File: config.mk
export PLATFORM = sky130hd
export DESIGN_NAME = mult_div_unit
export DESIGN_NICKNAME = d
export VERILOG_FILES = /design/src/rtl/mult_div_unit.sv
export SDC_FILE = /design/constraint.sdc
export NUM_CORES = 1
export LEC_CHECK = 0
export CAP_MARGIN = 30
export CORE_ASPECT_RATIO = 0.6
export CORE_MARGIN = 4
export CORE_UTILIZATION = 45
export CTS_BUF_LIST = sky130_fd_sc_hd__clkbuf_8 sky130_fd_sc_hd__clkbuf_16
export CTS_CLUSTER_DIAMETER = 50
export DETAILED_ROUTE_END_ITERATION = 8
export HOLD_SLACK_MARGIN = 0.05
export MAX_ROUTING_LAYER = met4
export PLACE_DENSITY_LB_ADDON = 0.08
export SYNTH_ARGS = -nofsm -noshare
export SYNTH_HDL_FRONTEND = slang
export SYNTH_SLANG_ARGS = --single-unit
File: constraint.sdc
create_clock -name clk -period 6.1 [get_ports clk]
set_input_delay 1.22 -clock clk [delete_from_list [all_inputs] [get_ports clk]]
set_output_delay 1.22 -clock clk [all_outputs]
set_load 0.01 [all_outputs]
File: src/rtl/mult_div_unit.sv
// Sequential signed multiply/divide unit: radix-2 Booth multiply and restoring
// divide, one bit per cycle, with a FINISH cycle that sign-corrects and loads Hi/Lo.
module mult_div_unit #(
  parameter int WIDTH = 32,
  parameter int CNT_W = 6
) (
  input  logic             clk,
  input  logic             reset,
  input  logic             MultStart,
  input  logic             DivStart,
  input  logic [WIDTH-1:0] A,
  input  logic [WIDTH-1:0] B,
  output logic [WIDTH-1:0] Hi,
  output logic [WIDTH-1:0] Lo,
  output logic             Busy,
  output logic             Done,
  output logic             DivZero
);

  typedef enum logic [1:0] {IDLE, MULT, DIV, FINISH} state_t;

  state_t           state, state_next;
  logic [CNT_W-1:0] count;
  // acc carries one guard bit so the Booth add/subtract of the most negative
  // multiplicand cannot overflow; for divide it holds the partial remainder.
  logic [WIDTH:0]   acc;
  logic [WIDTH-1:0] mq;
  logic [WIDTH-1:0] mcand;
  logic             q_1;
  logic             is_div, neg_quo, neg_rem;
  logic [WIDTH-1:0] hi_reg, lo_reg;
  logic             done_reg, div_zero_reg;

  logic             accept_mult, accept_div, reject_div, last_iter;
  logic [WIDTH:0]   booth_sum;
  logic [WIDTH:0]   div_shifted, div_diff;
  logic [WIDTH-1:0] a_mag, b_mag;

  always_comb begin
    accept_mult = (state == IDLE) && MultStart;
    accept_div  = (state == IDLE) && !MultStart && DivStart && (B != '0);
    reject_div  = (state == IDLE) && !MultStart && DivStart && (B == '0);
    last_iter   = (count == CNT_W'(WIDTH - 1));
    a_mag       = A[WIDTH-1] ? -A : A;
    b_mag       = B[WIDTH-1] ? -B : B;
  end

  always_comb begin
    state_next = state;
    case (state)
      IDLE: begin
        if (accept_mult)     state_next = MULT;
        else if (accept_div) state_next = DIV;
      end
      MULT:    if (last_iter) state_next = FINISH;
      DIV:     if (last_iter) state_next = FINISH;
      FINISH:  state_next = IDLE;
      default: state_next = IDLE;
    endcase
  end

  always_comb begin
    booth_sum = acc;
    case ({mq[0], q_1})
      2'b01:   booth_sum = acc + {mcand[WIDTH-1], mcand};
      2'b10:   booth_sum = acc - {mcand[WIDTH-1], mcand};
      default: booth_sum = acc;
    endcase
    div_shifted = {acc[WIDTH-1:0], mq[WIDTH-1]};
    div_diff    = div_shifted - {1'b0, mcand};
  end

  always_ff @(posedge clk) begin
    if (reset) begin
      state        <= IDLE;
      count        <= '0;
      acc          <= '0;
      mq           <= '0;
      mcand        <= '0;
      q_1          <= 1'b0;
      is_div       <= 1'b0;
      neg_quo      <= 1'b0;
      neg_rem      <= 1'b0;
      hi_reg       <= '0;
      lo_reg       <= '0;
      done_reg     <= 1'b0;
      div_zero_reg <= 1'b0;
    end else begin
      state        <= state_next;
      done_reg     <= 1'b0;
      div_zero_reg <= reject_div;
      case (state)
        IDLE: begin
          count <= '0;
          if (accept_mult) begin
            acc    <= '0;
            mq     <= B;
            mcand  <= A;
            q_1    <= 1'b0;
            is_div <= 1'b0;
          end else if (accept_div) begin
            acc     <= '0;
            mq      <= a_mag;
            mcand   <= b_mag;
            q_1     <= 1'b0;
            is_div  <= 1'b1;
            neg_quo <= A[WIDTH-1] ^ B[WIDTH-1];
            neg_rem <= A[WIDTH-1];
          end
        end
        MULT: begin
          // Arithmetic shift of {acc, mq, q_1} after the Booth add/subtract.
          acc   <= {booth_sum[WIDTH], booth_sum[WIDTH:1]};
          mq    <= {booth_sum[0], mq[WIDTH-1:1]};
          q_1   <= mq[0];
          count <= count + CNT_W'(1);
        end
        DIV: begin
          acc   <= div_diff[WIDTH] ? {1'b0, div_shifted[WIDTH-1:0]}
                                   : {1'b0, div_diff[WIDTH-1:0]};
          mq    <= {mq[WIDTH-2:0], ~div_diff[WIDTH]};
          count <= count + CNT_W'(1);
        end
        FINISH: begin
          done_reg <= 1'b1;
          if (is_div) begin
            lo_reg <= neg_quo ? -mq : mq;
            hi_reg <= neg_rem ? -acc[WIDTH-1:0] : acc[WIDTH-1:0];
          end else begin
            lo_reg <= mq;
            hi_reg <= acc[WIDTH-1:0];
          end
        end
        default: ;
      endcase
    end
  end

  assign Hi      = hi_reg;
  assign Lo      = lo_reg;
  assign Busy    = (state != IDLE);
  assign Done    = done_reg;
  assign DivZero = div_zero_reg;

endmodule
**After elaboration in Yosys (flattened, before gate mapping)**

Cells that the tools add are included.

- Logic and storage cells: 79
- Bits in registers: 175
- Bits in writable memories: 0
- Bits in latches: 0
- ROM bits: 0
- Bits of input ports: 68
- Memories: 0

- Divide/modulo/power cells: 0
- Muxes and demuxes: 27
- Equality and inequality tests: 8
- Add/sub/neg operators: 8
- Multipliers: 0
- Bitwise gates (word level): 3
- Shift-type cells: 0
- Magnitude comparators: 0
- Reduce and logical (&&, ||, !) cells: 20

Operators by type and width:

| operator | count |
|---|---|
| $mux 32 | 11 |
| $neg 32->32 | 4 |
| $pmux 33 s3 | 1 |
| $pmux 32 s3 | 1 |
| $mux 33 | 2 |
| $pmux 33 s2 | 1 |
| $add 33x33->33 | 1 |
| $sub 33x32->33 | 1 |
| $sub 33x33->33 | 1 |
| $logic_not 32->1 | 1 |
| $reduce_bool 32->1 | 1 |
| $pmux 6 s2 | 1 |
| $reduce_and 2->1 | 4 |
| $reduce_bool 2->1 | 4 |
| $add 6x1->6 const B | 1 |
| $eq 2x2->1 const B | 3 |
| $eq 6x5->1 const B | 1 |
| $mux 2 | 3 |
| $pmux 2 s3 | 1 |
| $logic_and 1x1->1 | 5 |
| $mux 1 | 5 |
| $eq 2x1->1 const B | 2 |
| $ne 3x3->1 const B | 1 |
| $reduce_and 3->1 | 1 |
| 8 further kinds | 9 |

**Depth between registers and ports, before layout**

- Word-level depth: 7
- Mapped depth: 19
- Mapped depth without buffers: 18

**Worst setup path after synthesis**

Ideal clock, no wire load.

- Kind: register -> register
- Start point: register mcand[5]
- End point: register acc[32]
- Setup time: 123 ps
- Stages on the path, launching flop included: 16
- Required time: 5977 ps
- Data arrival time: 4580 ps
- Slack: 1397 ps
- Clock period less this slack: 4703 ps
- Path buffers: 0
- Cells stage by stage: dfxtp_1 -> or4_1 -> or4_1 -> nor3b_1 -> nor3b_1 -> nor2_1 -> xnor2_1 -> ha_1 -> and2_0 -> and4_1 -> nand3_1 -> o311a_1 -> or4b_2 -> nand4_1 -> xnor2_1 -> o21ai_0

- Longest elaborated chain between the ends: 3

RTL lines:

| what | RTL line | text |
|---|---|---|
| start, declared | 28 | `logic [WIDTH-1:0] mcand;` |
| start signal, assigned | 104 | `mcand <= b_mag;` |
| $sub 33x33->33 or $add 33x33->33 (tied branches) | 66, 65 |  |
| $pmux 33 s2 * | 64 | `case ({mq[0], q_1})` |
| $pmux 33 s3 * | 92 | `case (state)` |
| end signal, assigned | 113 | `acc <= {booth_sum[WIDTH], booth_sum[WIDTH:1]};` |
| end signal, assigned | 119 | `acc <= div_diff[WIDTH] ? {1'b0, div_shifted[WIDTH-1:0]}` |
| end, declared | 26 | `logic [WIDTH:0] acc;` |

Every way passes the cells marked *; elsewhere a longest branch is shown, timed or not.
A chain may end at the register's enable or synchronous reset.

**Final worst setup path**

- Start point: register mcand[6]
- End point: register acc[32]

Same word-level chain as after synthesis.

==> summary.md <==
| Metric | Value |
|---|---|
| Total gr overflow | 0 |
| Met1 Usage GRT | between 40% and 50% |
| Outcome | completed |
| Commonest non-fill, non-tap cell in the layout | nor2_1 |
| Vias post-DR | between 15000 and 20000 |
| Die Ht | approximately 150 microns |
| IO Count | roughly 140 |
| Total track usage | between 20 and 30% |
| Worst min path class | flop to flop |
| First-pass GRT wire length | between 70000 and 80000 microns |
| Placement-stage cell area | ~16000 sq um |
| Arrival time at the worst endpoint | roughly 5.6 ns |
| DRC viols | 0 |
| Period utilization | just under 90% |
| Clock tree buffer depth | 2 |
| Nets | 2132 |
| Critical Path RT | around 6.4 ns |
| M2 GR Usage | 38.4% |
| Pin count of the biggest net entering global routing | 92 |
| Synthesized area per cell | about 7.5 sq um |
| Unrepaired setup endpoints after global routing | false |
| Cts bufs inserted | 17 |
| # Post-CTS Setup Buffers | 0 |
| FF-to-FF End | acc[32] |
| Clk_lat worst skew | between 0.4 and 0.5 ns |
| Number of synthesized flops with an enable pin | 0 |
| PwrDens | 414 nW/um^2 |
| Static Leak | between 6 and 7 nW |
| Seq/Total Area, Yosys | 24.2% |
| Net count after synthesis | 2091 |
| H-tree depth | 4 |
| Placer Congestion | between 0.9 and 1 |
| Startpoint Class | flop |
| Hold_buf cts | 0 |
| Final Routed Wirelength | around 52000 microns |
| Flops & latches, synth | 175 |
| Hold Path Origin | neg_rem |
| Max-cap violations | 0 |
| Yosys warning total | 0 |
| Tightest Pin Transition | a little over 1 ns |
| Worst r2r src | mcand[6] |
| Max_slew headroom | 31.6% |
| Max FO, Critical Path | 6 |
| Core Area | roughly 31000 sq um |
| Vias in the first global route | ~13000 |
| GR Util met3 | under 10% |
| Hold Fails Final Rpt | 0 |
| Setup Viol. Count Final | 0 |
| Setup TNS Final | 0 ns |
| Starting Density | a little under half |
| CTS clk-pin slew, worst paths | ~0.080 ns |
| Synth-to-Final Area Change | 14.9% |
| Worst reg-to-reg path cell count | 15 |
| Minimum clock period | approximately 5.3 ns |
| Crit path kind | flop to flop |
| DRT Pass-1 Iters | 9 |
| Most frequent cells in the layout | nor2_1, dfxtp_1, nand2_1 |
| Starting DRC count in detailed routing | ~1700 |
| Max VDD drop | around 0.00032 V |
| Reg2reg setup slack | 0.80 ns |
| Port Buf Inserts | between 100 and 150 |
| Routed Antenna Nets | 0 |
| Async SR Flop Fraction | 0% |
| Post-route design area | about 17000 sq um |
| Hold EP | neg_rem |
| Die W | 240 microns |
| Share of cells above drive strength 1 | between 4 and 5% |
| Initial antenna violation count | 1 |
| Post-Syn Area | between 10000 and 15000 sq um |
| Clock Skew | between 0.009 and 0.01 ns |
| Most Crowded Layer GR | met1 |
| Full die area | 35200 sq um |
| Hold path depth | 2 |
| Site Rows | 50 |
| Critical path endpoint category | flop |
| Post-cts resize count | 0 |
| Clock sinks | 175 |
| Post-DP HPWL | around 40000 microns |
| Final Max Slew Viols | 0 |
| Routed WL per cell | 21.6 microns |
| Final Util | about 53% |
| Post-synthesis cell count | 1944 |
| Root Buffer | clkbuf_16 |
| Yosys cell types | 75 |
| CTS tree | done |
| Fmax | about 190 MHz |
| Vias per cell | about 6.3 |
| Dominant synthesized flop cell | dfxtp_1 |
| # fillers | 3044 |
[cell usage after synthesis (11+ instances only)]
| cell type | number | share of area [%] |
|---|---|---|
| nand3_1 | 34 | 1.2 |
| or4_1 | 15 | 0.78 |
| buf_2 | 11 | 0.38 |
| inv_1 | 75 | 1.9 |
| xnor2_1 | 114 | 6.9 |
| o41ai_1 | 13 | 0.79 |
| a311oi_1 | 15 | 0.91 |
| nor3_1 | 21 | 0.73 |
| nor2b_1 | 17 | 0.73 |
| nand2_1 | 168 | 4.4 |
| a211oi_1 | 90 | 4.7 |
| a32oi_1 | 14 | 0.85 |
| nor2_1 | 220 | 5.7 |
| xor2_1 | 87 | 5.3 |
| a31oi_1 | 36 | 1.6 |
| o31ai_1 | 28 | 1.5 |
| nand2b_1 | 15 | 0.65 |
| ha_1 | 77 | 6.6 |
| mux2i_1 | 17 | 1.2 |
| a222oi_1 | 14 | 0.97 |
| clkbuf_1 | 115 | 3.0 |
| a21oi_1 | 155 | 5.4 |
| a21o_1 | 38 | 2.0 |
| o211ai_1 | 25 | 1.3 |
| nor4_1 | 15 | 0.65 |
| a22oi_1 | 19 | 0.98 |
| o21ai_0 | 130 | 4.5 |
| or3_1 | 26 | 1.1 |
| dfxtp_1 | 175 | 24 |
| a221oi_1 | 26 | 1.6 |
[critical path: stages (launching register included)]
cell	delay (ns)
dfxtp_1	0.35
or4_1	0.57
or4_1	0.50
nor3b_1	0.47
nor3b_1	0.55
nor2_1	0.11
xnor2_1	0.17
ha_1	0.38
and2_0	0.33
and4_1	0.30
nand3_1	0.13
o311a_1	0.38
or4b_2	0.60
nand4_1	0.11
xnor2_1	0.14
o21ai_0	0.10
[flip-flops by register name (all words and copies together), names as in the netlist]
| name | flops |
|---|---|
| Hi | 32 |
| neg_rem | 1 |
| DivZero | 1 |
| Done | 1 |
| acc | 33 |
| state | 2 |
| mcand | 32 |
| neg_quo | 1 |
| Lo | 32 |
| mq | 32 |
| count | 6 |
| q_1 | 1 |
| is_div | 1 |
[per-stage QoR]
step | std cells | total power [mW] | setup slack (ns) | hold slack, ns
after floorplan | 1944 | 4.46 | 1.40 | 0.445
after global placement | 2382 | 5.62 | 0.941 | 0.458
after detailed placement | 2382 | 5.65 | 0.872 | 0.469
after CTS | 2414 | 6.83 | 0.834 | 0.479
after global routing | 2415 | 7.37 | 0.384 | 0.499
final | 2415 | 6.89 | 0.799 | 0.482
[cell type report]
type,instances,area (sq um),share of cell area (%)
multi-input combinational,1557,10200,61.2
antenna,1,2.50,0.0150
clock inverter,15,193,1.16
inverter,75,282,1.69
timing repair buffer,159,1530,9.17
tap,416,520,3.13
sequential,175,3500,21.0
clock buffer,17,425,2.56
[power breakdown]
group	internal [mW]	switching (mW)	total, mW
registers	1.36	0.292	1.65
logic	1.53	2.54	4.07
clock network	0.593	0.584	1.18
total	3.48	3.41	6.89
[worst max path at each step]
stage | start | end | depth (start not counted)
after floorplan | mcand[5] | acc[32] | 15
after global placement | mcand[6] | acc[32] | 15
after detailed placement | mcand[6] | acc[32] | 15
after CTS | mcand[6] | acc[32] | 15
after global routing | mcand[6] | acc[32] | 15
final | mcand[6] | acc[32] | 15
[routing by layer]
metal | up-vias | part of all wire [%]
met2 | 674 | 39
met3 | 65 | 9.7
met4 | 0 | 1.6
met5 | - | 0
li1 | 7214 | -
met1 | 7150 | 50
[cells by family after synthesis]
kind of cell | after synthesis | synth area share [%]
AND/OR/NAND/NOR | 589 | 18.9
multiplexers | 27 | 1.95
flip-flops | 175 | 24.2
XOR/XNOR | 201 | 12.1
AO/OA/AOI/OAI | 661 | 30.3
adder cells (fa/ha/maj) | 79 | 6.93
buffers and inverters | 212 | 5.64
(Power assumes the default switching activity.)
